File: config.mk
export PLATFORM = sky130hd
export DESIGN_NAME = dcache_ctrl
export DESIGN_NICKNAME = d
export VERILOG_FILES = /design/src/rtl/dcache_pkg.sv /design/src/rtl/dcache_ctrl.sv
export SDC_FILE = /design/constraint.sdc
export NUM_CORES = 1
export LEC_CHECK = 0
export BUFFER_PORTS_ARGS = -buffer_cell sky130_fd_sc_hd__buf_2
export CAP_MARGIN = 15
export CORE_AREA = 2 2 279 281
export CTS_BUF_LIST = sky130_fd_sc_hd__clkbuf_4 sky130_fd_sc_hd__clkbuf_8
export DETAILED_ROUTE_END_ITERATION = 8
export DIE_AREA = 0 0 281 283
export GPL_TIMING_DRIVEN = 0
export PLACE_DENSITY_LB_ADDON = 0.05
export SETUP_SLACK_MARGIN = 0.2
export SLEW_MARGIN = 20
export SYNTH_ARGS = -nofsm -noshare
export SYNTH_HDL_FRONTEND = slang
export SYNTH_SLANG_ARGS = --single-unit
File: constraint.sdc
create_clock -name clk -period 2.8 [get_ports clk]
set_input_delay 0.42 -clock clk [delete_from_list [all_inputs] [get_ports clk]]
set_output_delay 0.42 -clock clk [all_outputs]
set_load 0.01 [all_outputs]
File: src/rtl/dcache_pkg.sv
// Shared types and constants for the direct-mapped data cache controller.
// Contents:
//   state_t  - controller FSM states
//   line_t   - external line array layout {valid, tag, data}
//   req_t    - latched request (tag/index split out of the address)
//   mk_line  - builds a valid line from tag + data
package dcache_pkg;

   localparam int ADDR_W    = 64;
   localparam int DATA_W    = 64;
   localparam int TAG_W     = 56;
   localparam int INDEX_W   = 5;
   localparam int OFFS_W    = 3;
   localparam int LINE_W    = 1 + TAG_W + DATA_W;   // 121

   // Field positions inside a line word
   localparam int VALID_POS = 120;
   localparam int TAG_HI    = 119;
   localparam int TAG_LO    = 64;
   localparam int DATA_HI   = 63;
   localparam int DATA_LO   = 0;

   // Address split
   localparam int INDEX_LO  = OFFS_W;               // addr[7:3]
   localparam int TAG_POS   = OFFS_W + INDEX_W;     // addr[63:8]

   typedef enum logic [2:0] {
      FLUSH,
      IDLE,
      LOOKUP,
      MEM_REQ,
      MEM_WAIT,
      RESP
   } state_t;

   typedef struct packed {
      logic              valid;
      logic [TAG_W-1:0]  tag;
      logic [DATA_W-1:0] data;
   } line_t;

   typedef struct packed {
      logic               we;
      logic [TAG_W-1:0]   tag;
      logic [INDEX_W-1:0] index;
      logic [DATA_W-1:0]  wdata;
   } req_t;

   function automatic line_t mk_line(input logic [TAG_W-1:0]  tag,
                                     input logic [DATA_W-1:0] data);
      line_t l;
      l.valid = 1'b1;
      l.tag   = tag;
      l.data  = data;
      return l;
   endfunction

endpackage

File: src/rtl/dcache_ctrl.sv
// Direct-mapped, write-through, no-write-allocate data cache controller.
// One request outstanding; the line array itself is external (1-cycle read).
//
// Ports:
//   clk, rst              - clock, synchronous active-high reset
//   req_*                 - load/store request (valid/ready handshake)
//   resp_valid/resp_data  - one-cycle completion pulse, no backpressure
//   flush/flush_done      - invalidate-all request / one-cycle completion pulse
//   arr_*                 - external line array: index, read line, write enable/line
//   mem_req_*/mem_resp_*  - backing memory request/response
//   hit, update, update_data - debug-monitor taps
//   hit_cnt, miss_cnt     - lookup counters, present only with DCACHE_PERF_EN
//
// Configuration macro: DCACHE_PERF_EN (adds hit/miss counters and their ports).
// After reset the controller walks all lines invalidating them before it
// accepts requests.
module dcache_ctrl
   import dcache_pkg::*;
#(
   parameter int LINES = 32
)(
   input  logic                clk,
   input  logic                rst,
   input  logic                req_valid,
   output logic                req_ready,
   input  logic                req_we,
   input  logic [ADDR_W-1:0]   req_addr,
   input  logic [DATA_W-1:0]   req_wdata,
   output logic                resp_valid,
   output logic [DATA_W-1:0]   resp_data,
   input  logic                flush,
   output logic                flush_done,
   output logic [INDEX_W-1:0]  arr_index,
   input  logic [LINE_W-1:0]   arr_line,
   output logic                arr_we,
   output logic [LINE_W-1:0]   arr_wline,
   output logic                mem_req_valid,
   input  logic                mem_req_ready,
   output logic                mem_req_we,
   output logic [ADDR_W-1:0]   mem_req_addr,
   output logic [DATA_W-1:0]   mem_req_wdata,
   input  logic                mem_resp_valid,
   input  logic [DATA_W-1:0]   mem_resp_data,
   output logic                hit,
   output logic                update,
`ifdef DCACHE_PERF_EN
   output logic [31:0]         hit_cnt,
   output logic [31:0]         miss_cnt,
`endif
   output logic [DATA_W-1:0]   update_data
);

   localparam logic [INDEX_W-1:0] LAST_IDX = INDEX_W'(LINES - 1);
   localparam logic [INDEX_W-1:0] IDX_ONE  = INDEX_W'(1);

   state_t             state, state_n;
   logic [INDEX_W-1:0] flush_cnt;
   req_t               req_q;
   line_t              rd_line;
   logic               lookup_hit;

   // Byte offset never matters: accesses are whole 64-bit words.
   logic unused_addr_lsb;
   assign unused_addr_lsb = ^req_addr[OFFS_W-1:0];

   assign rd_line    = line_t'(arr_line);
   assign lookup_hit = rd_line.valid && (rd_line.tag == req_q.tag);

   // Memory side is driven straight from the latched request, so addr/we/wdata
   // stay stable for as long as MEM_REQ waits on mem_req_ready.
   assign mem_req_we    = req_q.we;
   assign mem_req_addr  = {req_q.tag, req_q.index, {OFFS_W{1'b0}}};
   assign mem_req_wdata = req_q.wdata;

   assign update      = arr_we;
   assign update_data = arr_wline[DATA_HI:DATA_LO];

   always_comb begin
      state_n       = state;
      req_ready     = 1'b0;
      arr_index     = req_q.index;
      arr_we        = 1'b0;
      arr_wline     = '0;
      hit           = 1'b0;
      mem_req_valid = 1'b0;
      resp_valid    = 1'b0;
      case (state)
         FLUSH: begin
            arr_index = flush_cnt;
            arr_we    = 1'b1;
            if (flush_cnt == LAST_IDX) state_n = IDLE;
         end
         IDLE: begin
            // Array read is launched on the accept cycle so the line is
            // available in LOOKUP.
            arr_index = req_addr[INDEX_LO +: INDEX_W];
            req_ready = !flush;
            if (flush)          state_n = FLUSH;
            else if (req_valid) state_n = LOOKUP;
         end
         LOOKUP: begin
            hit = lookup_hit;
            if (req_q.we) begin
               // Write-through: update the line only on a hit, always go to memory.
               if (lookup_hit) begin
                  arr_we    = 1'b1;
                  arr_wline = mk_line(req_q.tag, req_q.wdata);
               end
               state_n = MEM_REQ;
            end else begin
               state_n = lookup_hit ? RESP : MEM_REQ;
            end
         end
         MEM_REQ: begin
            mem_req_valid = 1'b1;
            if (mem_req_ready) state_n = MEM_WAIT;
         end
         MEM_WAIT: begin
            if (mem_resp_valid) begin
               if (!req_q.we) begin
                  arr_we    = 1'b1;
                  arr_wline = mk_line(req_q.tag, mem_resp_data);
               end
               state_n = RESP;
            end
         end
         RESP: begin
            resp_valid = 1'b1;
            state_n    = IDLE;
         end
         default: state_n = FLUSH;
      endcase
      // Reset aborts whatever is in flight; nothing leaks out during it.
      if (rst) begin
         state_n       = FLUSH;
         req_ready     = 1'b0;
         arr_we        = 1'b0;
         arr_wline     = '0;
         hit           = 1'b0;
         mem_req_valid = 1'b0;
         resp_valid    = 1'b0;
      end
   end

   always_ff @(posedge clk) begin
      if (rst) begin
         state      <= FLUSH;
         flush_cnt  <= '0;
         req_q      <= '0;
         resp_data  <= '0;
         flush_done <= 1'b0;
      end else begin
         state      <= state_n;
         flush_done <= (state == FLUSH) && (flush_cnt == LAST_IDX);
         // Counter wraps back to 0 after the last line, ready for the next flush.
         if (state == FLUSH) flush_cnt <= flush_cnt + IDX_ONE;
         if (req_valid && req_ready) begin
            req_q.we    <= req_we;
            req_q.tag   <= req_addr[ADDR_W-1:TAG_POS];
            req_q.index <= req_addr[INDEX_LO +: INDEX_W];
            req_q.wdata <= req_wdata;
         end
         if (state == LOOKUP && !req_q.we && lookup_hit)
            resp_data <= rd_line.data;
         if (state == MEM_WAIT && mem_resp_valid)
            resp_data <= req_q.we ? '0 : mem_resp_data;
      end
   end

`ifdef DCACHE_PERF_EN
   // Cleared only by reset; a flush leaves the statistics alone.
   always_ff @(posedge clk) begin
      if (rst) begin
         hit_cnt  <= '0;
         miss_cnt <= '0;
      end else if (state == LOOKUP) begin
         if (lookup_hit) hit_cnt  <= hit_cnt + 32'd1;
         else            miss_cnt <= miss_cnt + 32'd1;
      end
   end
`endif

endmodule

==> results.cfg <==
[run_status]
outcome = finished, violations left
violations = setup timing

[critical_path]
cp-end-kind = primary output
crit_path_start = mem_req_addr[20]
timing.critical_path.arrival_ns = 3.39
critPathMaxFanout = 10
r2r-start = mem_req_addr[20]
cp_data_required_time_ns = 2.38
startpoint_type = flop
r2r.worst_path.cells = 12
setup.worst_path.class = reg2out
timing.reg2reg.setup_slack_ns = -0.04
crit_end = update_data[25]
rr_endpoint = resp_data[22]

[place]
dp_slack_ns = -1.60
place.detailed.instances = 3112
post-dp-hpwl_um = 52900
routabilityCongestion = 0.823
port_buffers = 703

[finish]
fraction_of_final_layout_cells_with_drive_strength_greater_than_1_pct = 46.9
syn2layout_area_growth_pct = 80.0
layout.cells.most_common_list = buf_2 (589), nand2_1 (261), dfxtp_1 (180), buf_6 (135)
layout.nets = 2580
layoutNonFillerInstCount = 3319
mostFrequentLayoutCell = buf_2

[power_and_ir_drop]
max-vdd-ir-drop_v = 0.000208
power-per-cell-area_nw_per_um2 = 304
power.static_leakage_nw = 9.75
report.power.total_mw = 5.94

[grt]
grt_pass1_vias = 13400
global_route.overflow_total = 0
grt_antenna_before_repair = 11
grt_util_all_layers_pct = 16.6
wire_length_of_the_first_global_routing_pass_um = 95300
pin_count_of_the_biggest_net_entering_global_routing = 20

[routing]
routed_wirelength_um = 68100
drt_pre_antenna_iters = 5
residual_drc_count = 0
routed_wire_length_per_instance_um = 20.5
vias = 12900
drt.antenna.violating_nets = 0
detailedRoute.firstIterationViolations = 408
vias_per_cell = 3.88

[logic_synthesis]
synth-main-ff-cell = dfxtp_1
syn-instance-count = 1367
number_of_flops_mapped_to_enable_cells_by_yosys = 0
synth_seq_cells = 199
async_set_or_reset_register_ratio_after_synthesis_pct = 0
netlist-cell-type-count = 51
syn_area_per_cell_um2 = 7.94
syn-cell-area_um2 = 10800
yosys_warnings = 0
synth-seq-area-share_pct = 36.7

[floorplan]
die-height_um = 283
die_w_um = 281
floorplan.rows = 102
starting_density_of_the_core_pct = 14.1
core_area_um2 = 76700
die_area_um2 = 79500
count_of_pins_on_the_block_boundary = 710

[sta]
tightest_slew_ns = 1.06
setup_tns_ns = -170.98
timing.max_slew.rel_slack_pct = 29.5
layout_setup_ws_ns = -1.01
final_min_period_over_clock_period_pct = 136
min_period_ns = 3.81
final-max-slew-violation-count = 0
final_hold_viol_count = 0
fmax_mhz = 263
clock-skew-final_ns = 0.0198
setup_viol = 192
rsz0062_at_grt = yes

[clock_tree]
cts_max_level = 4
clkSinkCount = 199
clock_tree.buffer_depth = 2
number_of_clock_buffers_inserted_by_tritoncts = 17
clock-root-buffer = clkbuf_8
clkLatencyLatePin_ns = 0.58
clkSlewWorstSetupHoldPaths_ns = 0.12
cts_tree = yes

[hold_path]
hold_class = in2reg

[flow_run]
max-cap-violations = 0
## worst min-delay path by stage
stage / cells after the start / to / start
global placement: 2 / mem_req_wdata[52] / mem_req_wdata[52]
CTS: 3 / mem_req_addr[7] / req_addr[7]
floorplan: 2 / flush_cnt[4] / flush_cnt[4]
detailed placement: 2 / mem_req_wdata[20] / mem_req_wdata[20]
global route: 3 / mem_req_wdata[43] / req_wdata[43]
finish: 3 / mem_req_addr[7] / req_addr[7]
## layer usage
layer	global-route usage (%)	vias to the layer above	wire (um)
met5	0	-	14
met4	4.65	4	1210
met3	3.26	45	3120
met2	29.7	347	34900
met1	20.0	6141	28900
li1	-	6336	-
## area by class of cell
| class | instances | area (um^2) |
|---|---|---|
| antenna | 8 | 20.0 |
| timing repair buffer | 871 | 6160 |
| tap | 1040 | 1300 |
| buffer | 175 | 1280 |
| clock inverter | 13 | 139 |
| multi-input combinational | 980 | 6290 |
| inverter | 14 | 52.6 |
| fill | 8545 | 57200 |
| sequential | 199 | 4030 |
| clock buffer | 19 | 262 |
## flip-flops by register name, summed over array words and instances (netlist names)
| register | flops |
|---|---|
| flush_cnt | 5 |
| flush_done | 1 |
| mem_req_addr | 61 |
| mem_req_wdata | 64 |
| mem_req_we | 1 |
| resp_data | 64 |
| state | 3 |
## worst max-delay path, cell delays in order, from the launching register on
cell,delay (ns)
dfxtp_4,0.38
xnor2_4,0.22
nand4_1,0.25
nor4_4,0.43
nand4_1,0.18
or3_4,0.47
nor2_4,0.14
buf_12,0.17
buf_8,0.15
a22o_1,0.18
buf_4,0.13
buf_6,0.09
## kinds of logic after synthesis
group           Yosys count  synth area share [%]
compound gates          164                  10.5
xor+xnor                 45                  3.63
fa+ha+maj                 2                 0.231
buf+inv                 190                  9.80
flops                   199                  36.7
mux                      71                  7.29
other cells               1                0.0346
simple gates            695                  31.8
## synthesized netlist by cell type (all sizes together), types with 11 or more instances
master	count	share of area, %
a21oi	69	3.2
a22o	64	5.2
and2	57	3.3
buf	92	6.4
clkbuf	84	2.9
dfxtp	199	37
inv	13	0.45
mux2	64	6.6
nand2	261	9.0
nand3	122	5.6
nand4	11	0.63
nor2	75	2.7
nor2b	72	4.2
nor3b	66	4.6
xnor2	35	2.8
## power breakdown
| part | switching [mW] | leakage (nW) | internal (mW) |
|---|---|---|---|
| Clock | 1.37 | 0.196 | 0.707 |
| Combinational | 0.456 | 7.94 | 0.467 |
| Sequential | 0.0666 | 1.62 | 2.87 |
| Total | 1.89 | 9.75 | 4.05 |
## timing repair
action                                  4_1_cts  5_1_grt
hold buffers                                122        0
pin swaps                                    37       23
endpoints found under the hold margin       122        0
gates resized for setup                     285      113
endpoints found under the setup margin      378      377
buffers inserted                             29        4
cloned                                       12        1
## through the flow
stage                     util, %  hold WS (ns)  cell area, um^2
after floorplan                 -         0.489            10900
after global placement       20.5         0.462            15700
after detailed placement     20.5         0.465            15700
after CTS                    24.8       0.00544            19000
after global routing         25.4        0.0509            19500
final                        25.5        0.0686            19500
Note: power is estimated with default switching activity, not from simulation.
